<file path="src/rtl/video_pkg.sv">
`default_nettype none
// ============================================================================
// Module      : video_pkg
// Description : Shared video definitions: timing-total helper and the default
//               panel totals, the region-class encoding, the per-pixel control
//               word carried down the render pipeline, and colour constants.
// Revision    : 1.0 - initial release
// ============================================================================
package video_pkg;

    // Sum of the four segments of a line or a frame (sync, back porch,
    // active, front porch). Evaluated at elaboration only.
    function automatic int video_total(input int sync_len, input int bp_len,
                                       input int act_len, input int fp_len);
        return sync_len + bp_len + act_len + fp_len;
    endfunction

    localparam int c_def_h_total = video_total(41, 2, 480, 2);   // 525
    localparam int c_def_v_total = video_total(10, 2, 272, 2);   // 286

    // Region class of a pixel, evaluated once at stage 0.
    typedef enum logic [1:0] {
        REG_NONE   = 2'd0,
        REG_BORDER = 2'd1,
        REG_GRID   = 2'd2
    } region_t;

    // Per-pixel control carried alongside the tile read. Syncs travel as
    // "asserted" flags so an all-zero (cleared) stage is always idle.
    typedef struct packed {
        logic    hs_on;
        logic    vs_on;
        logic    de;
        logic    fs;
        region_t region;
        logic    tile_edge;
    } pix_ctl_t;

    localparam logic [23:0] c_rgb_black = 24'h000000;

endpackage
`default_nettype wire

</file>
<file path="src/rtl/video_timing_gen.sv">
`default_nettype none
// ============================================================================
// Module      : video_timing_gen
// Description : Line/frame counter with stage-0 sync, active-window and
//               frame-origin flags. Line order is sync, back porch, active,
//               front porch. Counters hold at 0 while i_en is low.
// Ports       : clk, rst (async, active-high), i_en
//               o_h_cnt / o_v_cnt  registered counters
//               o_hs_on / o_vs_on  sync asserted (polarity applied by user)
//               o_active           inside the active window
//               o_frame_start      counters at (0,0)
// Revision    : 1.0 - initial release
// ============================================================================
module video_timing_gen
    import video_pkg::*;
#(
    parameter int H_ACTIVE = 480,
    parameter int H_FP     = 2,
    parameter int H_SYNC   = 41,
    parameter int H_BP     = 2,
    parameter int V_ACTIVE = 272,
    parameter int V_FP     = 2,
    parameter int V_SYNC   = 10,
    parameter int V_BP     = 2,
    parameter int CNT_W    = 12
) (
    input  logic             clk,
    input  logic             rst,
    input  logic             i_en,
    output logic [CNT_W-1:0] o_h_cnt,
    output logic [CNT_W-1:0] o_v_cnt,
    output logic             o_hs_on,
    output logic             o_vs_on,
    output logic             o_active,
    output logic             o_frame_start
);

    localparam int c_h_total = video_total(H_SYNC, H_BP, H_ACTIVE, H_FP);
    localparam int c_v_total = video_total(V_SYNC, V_BP, V_ACTIVE, V_FP);
    localparam int c_h_act0  = H_SYNC + H_BP;
    localparam int c_h_act1  = c_h_act0 + H_ACTIVE;
    localparam int c_v_act0  = V_SYNC + V_BP;
    localparam int c_v_act1  = c_v_act0 + V_ACTIVE;

    logic [CNT_W-1:0] r_h_cnt;
    logic [CNT_W-1:0] r_v_cnt;
    logic             w_h_wrap;
    logic             w_v_wrap;

    assign w_h_wrap = (r_h_cnt == CNT_W'(c_h_total - 1));
    assign w_v_wrap = (r_v_cnt == CNT_W'(c_v_total - 1));

    always_ff @(posedge clk or posedge rst) begin
        if (rst) begin
            r_h_cnt <= '0;
            r_v_cnt <= '0;
        end else if (!i_en) begin
            r_h_cnt <= '0;
            r_v_cnt <= '0;
        end else if (w_h_wrap) begin
            r_h_cnt <= '0;
            r_v_cnt <= w_v_wrap ? '0 : r_v_cnt + CNT_W'(1);
        end else begin
            r_h_cnt <= r_h_cnt + CNT_W'(1);
        end
    end

    assign o_h_cnt       = r_h_cnt;
    assign o_v_cnt       = r_v_cnt;
    assign o_hs_on       = i_en && (r_h_cnt < CNT_W'(H_SYNC));
    assign o_vs_on       = i_en && (r_v_cnt < CNT_W'(V_SYNC));
    assign o_active      = i_en
                           && (r_h_cnt >= CNT_W'(c_h_act0)) && (r_h_cnt < CNT_W'(c_h_act1))
                           && (r_v_cnt >= CNT_W'(c_v_act0)) && (r_v_cnt < CNT_W'(c_v_act1));
    assign o_frame_start = i_en && (r_h_cnt == '0) && (r_v_cnt == '0);

endmodule
`default_nettype wire

</file>
<file path="src/rtl/video_tile_renderer.sv">
`default_nettype none
// ============================================================================
// Module      : video_tile_renderer
// Description : Renders a 1-bit tile map as a coloured grid with an optional
//               per-tile outline and a border ring, on top of the timing
//               generator. Tile reads are issued one cycle after the counter;
//               tile_bit is sampled RD_LAT clock edges after the edge that
//               launches tile_rd_en, so all outputs land RD_LAT+1 cycles
//               after the counter value that produced them.
// Ports       : clk, rst (async, active-high), en, outline_en
//               fg_rgb/bg_rgb/border_rgb/outline_rgb  colour inputs {R,G,B}
//               tile_rd_en, tile_col, tile_row        tile read request
//               tile_bit                              tile read data
//               hs, vs, de, rgb, frame_start          video out
// Revision    : 1.0 - initial release
// ============================================================================
module video_tile_renderer
    import video_pkg::*;
#(
    parameter int H_ACTIVE  = 480,
    parameter int H_FP      = 2,
    parameter int H_SYNC    = 41,
    parameter int H_BP      = 2,
    parameter int V_ACTIVE  = 272,
    parameter int V_FP      = 2,
    parameter int V_SYNC    = 10,
    parameter int V_BP      = 2,
    parameter bit HS_POL    = 1'b0,
    parameter bit VS_POL    = 1'b0,
    parameter int CNT_W     = 12,
    parameter int TILE_LOG2 = 4,
    parameter int GRID_X0   = 16,
    parameter int GRID_Y0   = 16,
    parameter int GRID_COLS = 28,
    parameter int GRID_ROWS = 15,
    parameter int BORDER_W  = 2,
    parameter int RD_LAT    = 1
) (
    input  logic             clk,
    input  logic             rst,
    input  logic             en,
    input  logic             outline_en,
    input  logic [23:0]      fg_rgb,
    input  logic [23:0]      bg_rgb,
    input  logic [23:0]      border_rgb,
    input  logic [23:0]      outline_rgb,
    output logic             tile_rd_en,
    output logic [CNT_W-1:0] tile_col,
    output logic [CNT_W-1:0] tile_row,
    input  logic             tile_bit,
    output logic             hs,
    output logic             vs,
    output logic             de,
    output logic [23:0]      rgb,
    output logic             frame_start
);

    localparam int c_h_start = H_SYNC + H_BP;
    localparam int c_v_start = V_SYNC + V_BP;
    localparam int c_gx1     = GRID_X0 + (GRID_COLS << TILE_LOG2);
    localparam int c_gy1     = GRID_Y0 + (GRID_ROWS << TILE_LOG2);
    localparam int c_bx0     = GRID_X0 - BORDER_W;
    localparam int c_by0     = GRID_Y0 - BORDER_W;
    localparam int c_bx1     = c_gx1 + BORDER_W;
    localparam int c_by1     = c_gy1 + BORDER_W;

    // ---------------------------------------------------------------- stage 0
    logic [CNT_W-1:0] w_h_cnt;
    logic [CNT_W-1:0] w_v_cnt;
    logic             w_hs_on;
    logic             w_vs_on;
    logic             w_active;
    logic             w_fs;

    video_timing_gen #(
        .H_ACTIVE (H_ACTIVE), .H_FP (H_FP), .H_SYNC (H_SYNC), .H_BP (H_BP),
        .V_ACTIVE (V_ACTIVE), .V_FP (V_FP), .V_SYNC (V_SYNC), .V_BP (V_BP),
        .CNT_W    (CNT_W)
    ) u_timing (
        .clk           (clk),
        .rst           (rst),
        .i_en          (en),
        .o_h_cnt       (w_h_cnt),
        .o_v_cnt       (w_v_cnt),
        .o_hs_on       (w_hs_on),
        .o_vs_on       (w_vs_on),
        .o_active      (w_active),
        .o_frame_start (w_fs)
    );

    int       w_ax;
    int       w_ay;
    int       w_gx;
    int       w_gy;
    logic     w_in_grid;
    logic     w_in_border;
    pix_ctl_t w_ctl0;

    // Grid and border tests are gated by the active window, which clips any
    // part of them lying beyond H_ACTIVE / V_ACTIVE.
    always_comb begin
        w_ax        = int'(w_h_cnt) - c_h_start;
        w_ay        = int'(w_v_cnt) - c_v_start;
        w_gx        = w_ax - GRID_X0;
        w_gy        = w_ay - GRID_Y0;
        w_in_grid   = w_active && (w_ax >= GRID_X0) && (w_ax < c_gx1)
                                && (w_ay >= GRID_Y0) && (w_ay < c_gy1);
        w_in_border = w_active && !w_in_grid
                      && (w_ax >= c_bx0) && (w_ax < c_bx1)
                      && (w_ay >= c_by0) && (w_ay < c_by1);
        w_ctl0.hs_on     = w_hs_on;
        w_ctl0.vs_on     = w_vs_on;
        w_ctl0.de        = w_active;
        w_ctl0.fs        = w_fs;
        w_ctl0.region    = w_in_grid ? REG_GRID : (w_in_border ? REG_BORDER : REG_NONE);
        w_ctl0.tile_edge = (w_gx[TILE_LOG2-1:0] == '0) || (w_gx[TILE_LOG2-1:0] == '1)
                        || (w_gy[TILE_LOG2-1:0] == '0) || (w_gy[TILE_LOG2-1:0] == '1);
    end

    // ---------------------------------------------------- stage 1: tile read
    always_ff @(posedge clk or posedge rst) begin
        if (rst) begin
            tile_rd_en <= 1'b0;
            tile_col   <= '0;
            tile_row   <= '0;
        end else if (!en) begin
            tile_rd_en <= 1'b0;
        end else begin
            tile_rd_en <= w_in_grid;
            if (w_in_grid) begin
                tile_col <= CNT_W'(w_gx >>> TILE_LOG2);
                tile_row <= CNT_W'(w_gy >>> TILE_LOG2);
            end
        end
    end

    // ------------------------------------- control pipeline, stages 1..RD_LAT
    pix_ctl_t r_pipe [1:RD_LAT];

    always_ff @(posedge clk or posedge rst) begin
        if (rst) begin
            for (int i = 1; i <= RD_LAT; i++) r_pipe[i] <= '0;
        end else if (!en) begin
            for (int i = 1; i <= RD_LAT; i++) r_pipe[i] <= '0;
        end else begin
            r_pipe[1] <= w_ctl0;
            for (int i = 2; i <= RD_LAT; i++) r_pipe[i] <= r_pipe[i-1];
        end
    end

    // ------------------------------------------------------- colour shadows
    // Reloaded only at the frame origin, well before the first active pixel
    // and after the last one of the previous frame has left the pipeline.
    logic [23:0] r_fg_rgb;
    logic [23:0] r_bg_rgb;
    logic [23:0] r_border_rgb;
    logic [23:0] r_outline_rgb;
    logic        r_outline_en;

    always_ff @(posedge clk or posedge rst) begin
        if (rst) begin
            r_fg_rgb      <= c_rgb_black;
            r_bg_rgb      <= c_rgb_black;
            r_border_rgb  <= c_rgb_black;
            r_outline_rgb <= c_rgb_black;
            r_outline_en  <= 1'b0;
        end else if ((w_h_cnt == '0) && (w_v_cnt == '0)) begin
            r_fg_rgb      <= fg_rgb;
            r_bg_rgb      <= bg_rgb;
            r_border_rgb  <= border_rgb;
            r_outline_rgb <= outline_rgb;
            r_outline_en  <= outline_en;
        end
    end

    // ---------------------------------------------------------- output stage
    pix_ctl_t    w_out_ctl;
    logic [23:0] w_rgb;

    assign w_out_ctl = r_pipe[RD_LAT];

    always_comb begin
        w_rgb = c_rgb_black;
        if (w_out_ctl.de) begin
            case (w_out_ctl.region)
                REG_GRID: begin
                    if (tile_bit)
                        w_rgb = (r_outline_en && w_out_ctl.tile_edge) ? r_outline_rgb : r_fg_rgb;
                    else
                        w_rgb = r_bg_rgb;
                end
                REG_BORDER: w_rgb = r_border_rgb;
                default:    w_rgb = c_rgb_black;
            endcase
        end
    end

    always_ff @(posedge clk or posedge rst) begin
        if (rst) begin
            hs          <= ~HS_POL;
            vs          <= ~VS_POL;
            de          <= 1'b0;
            rgb         <= c_rgb_black;
            frame_start <= 1'b0;
        end else if (!en) begin
            hs          <= ~HS_POL;
            vs          <= ~VS_POL;
            de          <= 1'b0;
            rgb         <= c_rgb_black;
            frame_start <= 1'b0;
        end else begin
            hs          <= w_out_ctl.hs_on ? HS_POL : ~HS_POL;
            vs          <= w_out_ctl.vs_on ? VS_POL : ~VS_POL;
            de          <= w_out_ctl.de;
            rgb         <= w_rgb;
            frame_start <= w_out_ctl.fs;
        end
    end

endmodule
`default_nettype wire

</file>
<file path="config.mk">
export PLATFORM = sky130hd
export DESIGN_NAME = video_tile_renderer
export DESIGN_NICKNAME = d
export VERILOG_FILES = /design/src/rtl/video_pkg.sv /design/src/rtl/video_timing_gen.sv /design/src/rtl/video_tile_renderer.sv
export SDC_FILE = /design/constraint.sdc
export NUM_CORES = 1
export LEC_CHECK = 0
export ABC_AREA = 0
export CAP_MARGIN = 25
export CORE_ASPECT_RATIO = 0.7
export CORE_UTILIZATION = 53
export DETAILED_ROUTE_END_ITERATION = 12
export PLACE_DENSITY = 0.8
export REMOVE_ABC_BUFFERS = 1
export SYNTH_ARGS = -nofsm -noshare
export SYNTH_HDL_FRONTEND = slang
export SYNTH_SLANG_ARGS = --single-unit
</file>
<file path="constraint.sdc">
create_clock -name clk -period 6.8 [get_ports clk]
set_input_delay 0.68 -clock clk [delete_from_list [all_inputs] [get_ports clk]]
set_output_delay 0.68 -clock clk [all_outputs]
set_load 0.05 [all_outputs]
</file>
# After elaboration in Yosys (flattened, before gate mapping)
# Cells that the tools add are included.
# word_totals
reg_bits	181
inputBits	101
out_inout_bits	53
wordCells	96
# op_classes
add_sub_neg	6
n_lt_le_gt_ge	14
eq_ne	7
muxes	20
reduce_logical	28
# ops
cell	count
2-to-1 mux 24 bit	4
2-to-1 mux 12 bit	5
< comparator 13 x 10 -> 1 bit (second input constant)	4
case mux 24 bit (2 select lines)	1
subtractor 13 x 6 -> 14 bit (second input constant)	2
>= comparator 13 x 5 -> 1 bit (second input constant)	2
>= comparator 13 x 6 -> 1 bit (second input constant)	2
adder 12 x 1 -> 12 bit (second input constant)	2
logical NOT 12 bit	2
logical AND 1 bit	19
subtractor 12 x 4 -> 13 bit (second input constant)	1
subtractor 12 x 6 -> 13 bit (second input constant)	1
== test 12 x 10 -> 1 bit (second input constant)	1
== test 12 x 9 -> 1 bit (second input constant)	1
>= comparator 12 x 4 -> 1 bit (second input constant)	1
>= comparator 12 x 6 -> 1 bit (second input constant)	1
< comparator 12 x 10 -> 1 bit (second input constant)	1
< comparator 12 x 4 -> 1 bit (second input constant)	1
< comparator 12 x 6 -> 1 bit (second input constant)	1
< comparator 12 x 9 -> 1 bit (second input constant)	1
== test 4 bit (second input constant)	2
logical NOT 4 bit	2
2-to-1 mux 1 bit	8
2-to-1 mux 7 bit	1
other kinds (7)	9

# Depth between registers and ports, before layout
# logic_depth
word_depth	18
mapped_depth	12
mapped_depth_nobuf	10

# Hierarchy
# Synthesis repeated with hierarchy kept, for this count alone.
# unflattened
cells_unflattened	785
hier_area_um2	8951.1
# by_module_without_submodules
mod	n_inst	cells_each	area_each_um2	seq_area_each_um2
video_tile_renderer	1	614	7439.6	3806.2
video_timing_gen	1	171	1511.4	600.6

# Worst setup path after synthesis
# No wires, ideal clock.
# synth_timing
path_kind	reg-to-reg
start	register u_timing.r_v_cnt[3] (netlist: u_timing.o_v_cnt[3])
end	register tile_col[0]
setup_time_ps	125
t_arrival_ps	2884
t_required_ps	6675
setup_slack_ps	3791
path_stages_with_launch	12
path_buffers	3
synth_period_minus_slack_ps	3009
path_cell_list	dfrtp_1 ha_1 buf_2 clkbuf_1 xor2_1 ha_1 o31ai_1 o221a_2 o2111ai_1 or4_4 buf_6 mux2_4
# synth_between
elab_chain_cells	8
elab_cells_between_ends	12
classes_between	add/sub: 1; order compare: 4; reduce/logical: 7
# synth_lines
element	line_no	source
start: declaration	video_timing_gen.sv:46	logic [CNT_W-1:0] r_v_cnt;
start signal: assignment	video_timing_gen.sv:62	r_v_cnt <= w_v_wrap ? '0 : r_v_cnt + CNT_W'(1);
branches (longest 6 deep; another with subtractor 12 x 4 -> 13 bit)	-	
logical AND 1 bit (*)	video_tile_renderer.sv:107	&& (w_ay >= GRID_Y0) && (w_ay < c_gy1);
AND reduction 2 bit (no source line) (*)	-	
end signal: assignment	video_tile_renderer.sv:131	tile_col <= CNT_W'(w_gx >>> TILE_LOG2);
end: declaration	video_tile_renderer.sv:48	output logic [CNT_W-1:0] tile_col,
# Every way passes the cells marked *.
# A chain may end at the register's enable or synchronous reset.

# Worst setup path after layout
# layout_timing
start	register u_timing.r_v_cnt[3] (netlist: u_timing.o_v_cnt[3])
end	register tile_row[4]
# layout_between
elab_chain_cells	8
elab_cells_between_ends	13
classes_between	add/sub: 2; order compare: 4; reduce/logical: 7
# layout_lines
element	line_no	source
branches (longest 8 deep; another with subtractor 12 x 4 -> 13 bit)	-	
end signal: assignment	video_tile_renderer.sv:132	tile_row <= CNT_W'(w_gy >>> TILE_LOG2);
end: declaration	video_tile_renderer.sv:49	output logic [CNT_W-1:0] tile_row,
# Parallel ways; which one is timed is not known.

==> reports/metrics.cfg <==
[logic_synthesis]
synth.largest_area_cell = dfrtp_1
synth_cell_types = 60
ys_top_cells_by_area = dfrtp_1 (50%), mux2_2 (13%), nor2_1 (3.6%)
synth_edf_count = 0
syn-cell-area_sq_mm = 0.00873
ys.flop_type = dfrtp_1
postSynthAreaPerCell_sq_um = 11.2
yosys_warnings = 0
muxShareOfSynthArea_pct = 18.9
synth_top_family_by_area = multiplexers
yosysMostFrequentCell = dfrtp_1
synth-compound-area-share_pct = 9.31
ys_seq_area_share_pct = 50.5
synth-simple-area-share_pct = 12.2
ys_ff_latch = 176
synth_fa_ha_area_share_pct = 2.29
synthArstFlopShare_pct = 100
synth-xor-area-share_pct = 2.81
ys_top_cells_by_count = dfrtp_1 (174), mux2_2 (97), nor2_1 (83), a21oi_1 (38), nand2_1 (28)
syn_inst = 777
yosysTopAreaCellShare_pct = 49.9

[hold_path]
hold_depth = 1
hp-start = r_pipe[6]$_DFF_PP0_
min_to = hs$_DFF_PP1_
min_path_type = register to register

[global_routing]
grt-ovfl-total = 0
track_usage_pct = 25.3
grt_pass1_wl_microns = 32900
grt_pass1_vias = 6063
grt_max_degree = 98
antenna_found_initial = 0

[clock_tree]
cts.repair.resized = 0
clock_sinks = 176
cts_setup_buffers = 0
clkLatencyLatePin_ps = 420
cts_tree = built
cts_buffers = 17
clk_pin_slew_worst_paths_ps = 70
htreeDepth = 4
clockBufferDepth = 2
root_buffer = clkbuf_16
postCtsHoldBufs = 0

[critical_path]
crit_type = register to register
reg2reg_from = u_timing.o_v_cnt[3]$_DFFE_PP0P_
end_kind = register
reg2reg_depth = 8
r2r_end = tile_row[4]$_DFFE_PP0P_
cp_cell_sequence = ha_1 -> nor3_1 -> and3_1 -> o31ai_1 -> o221a_2 -> o2111ai_1 -> or4_4 -> mux2_4
path_max_fanout = 20
crit_slowest_cell = or4_4
max_stage_delay_ps = 740
arrival_ps = 3810
worstPathRequired_ps = 7100
crit_path_start_kind = register
reg2reg_slack_ps = 3290

[drt]
drt_iter0_drc = 609
vias_per_cell = 5.68
via_count = 6440
routedWlPerCell_microns = 18.2
drt_pass1_iterations = 5
drt_wl_total_microns = 20700
detail-route-antenna-nets = 0
drc_errors = 0

[flow_run]
max_cap_violations = 0

[floorplan]
die_y_microns = 109
ios = 154
rows = 38
die_w_microns = 155
start_util_pct = 55.3
dieArea_sq_mm = 0.0170
core_area_sq_mm = 0.0158

[placed_design]
dpl.hpwl_microns = 13900
place.port_buffers = 153
place_area_sq_mm = 0.0104
gp_congestion = 0.893
place_ws_ps = 3360

[outcome]
outcome = complete, no violations

[final_layout]
multi_input_area_sq_mm = 0.00398
nets = 1018
area_delta_synth_final_pct = 25.5
drive_gt1_share_pct = 19.1
fillers = 1185
regArea_sq_mm = 0.00441
diodes = 0
fin_area_sq_mm = 0.0110

[timing]
max_slew.worst_pin.slew_ps = 971
skew_ps = 9.99
final-setup-viol-count = 0
post-route-period-util_pct = 51.6
hold_viol = 0
period_needed_ps = 3510
drv_slew = 0
rsz0062_at_grt = false
slew-limit-headroom_pct = 35.2
fmax_mhz = 285
worst_slack_ps = 3290

[power]
power_leakage_nw = 4.71
power.density_mw_per_mm2 = 264
power_mw = 2.89
ir_drop_mv = 0.157

## cell families (layout without fill, tap and decap cells)
family                   count (synthesis)  after routing
AO/OA/AOI/OAI                          123            123
flip-flops                             176            176
buffers and inverters                   75            212
adder cells (fa/ha/maj)                 16             16
multiplexers                           143            143
XOR/XNOR                                28             28
AND/OR/NAND/NOR                        216            216
## critical path: cells and delay by family (launching register included)
family	cells	cell delay [ps]
compound gates	3	780
fa+ha+maj	1	610
flops	1	470
mux	1	380
simple gates	3	1160
## worst max-delay path by stage
stage	from	end	slack, ps	depth (start not counted)
2_1_floorplan	u_timing.o_h_cnt[7]$_DFF_PP0_	r_bg_rgb[0]$_DFFE_PP0P_	-440	4
3_3_place_gp	u_timing.o_h_cnt[4]$_DFF_PP0_	tile_col[3]$_DFFE_PP0P_	3450	8
3_5_place_dp	u_timing.o_v_cnt[3]$_DFFE_PP0P_	tile_col[10]$_DFFE_PP0P_	3360	8
4_1_cts	u_timing.o_v_cnt[3]$_DFFE_PP0P_	tile_row[7]$_DFFE_PP0P_	3320	8
5_1_grt	u_timing.o_v_cnt[2]$_DFFE_PP0P_	tile_col[8]$_DFFE_PP0P_	3100	8
6_report	u_timing.o_v_cnt[3]$_DFFE_PP0P_	tile_row[4]$_DFFE_PP0P_	3290	8
## layout by cell type (no fill, tap or decap), types with 17 or more instances in the layout
| cell | netlist | layout |
|---|---|---|
| mux2_2 | 97 | 97 |
| nor2_1 | 83 | 83 |
| a21oi_1 | 38 | 38 |
| o21ai_0 | 20 | 20 |
| nand3_1 | 21 | 21 |
| clkbuf_16 | 0 | 17 |
| nand2_1 | 28 | 28 |
| clkdlybuf4s50_1 | 0 | 153 |
| dfrtp_1 | 174 | 174 |
| a22oi_1 | 26 | 26 |
| mux2_4 | 20 | 20 |
| nor3_1 | 22 | 22 |
| mux2i_1 | 26 | 26 |
## metal layers
| metal | up-vias | share of wire [%] | GRT usage (%) |
|---|---|---|---|
| li1 | 3016 | - | - |
| met1 | 3128 | 47 | 36.7 |
| met2 | 269 | 44 | 38.2 |
| met3 | 27 | 7.4 | 6.03 |
| met4 | 0 | 1.7 | 7.14 |
| met5 | - | 0 | 0 |
## stage by stage
step / instances / hold WS, ps / setup TNS (ps) / util [%]
after floorplan: 719 / 352 / -42570 / -
after global placement: 1099 / 359 / 0 / 65.4
after detailed placement: 1101 / 363 / 0 / 65.6
after CTS: 1133 / 380 / 0 / 69.2
after global routing: 1134 / 385 / 0 / 69.4
final: 1134 / 383 / 0 / 69.4
## cell type report
class | count | share of cell area, %
clock inverter | 14 | 1.29
clock buffer | 18 | 3.92
inverter | 17 | 0.628
sequential | 176 | 40.2
timing repair buffer | 163 | 15.1
multi-input combinational | 526 | 36.3
tap | 220 | 2.51
## flip-flops by register name (all words and copies together), names as in the netlist, 7 cells and up
name,flops
tile_col,10
r_outline_rgb,24
tile_row,10
r_pipe,7
r_fg_rgb,24
rgb,24
r_bg_rgb,24
r_border_rgb,24
u_timing.o_v_cnt,12
u_timing.o_h_cnt,12
## report_power, final
part	leakage [nW]	total, mW	switching (mW)	internal [mW]
clock network	0.278	0.953	0.436	0.518
logic	2.22	0.526	0.209	0.317
registers	2.22	1.41	0.133	1.28
total	4.71	2.89	0.778	2.12
Note: power is estimated with default switching activity, not from simulation.
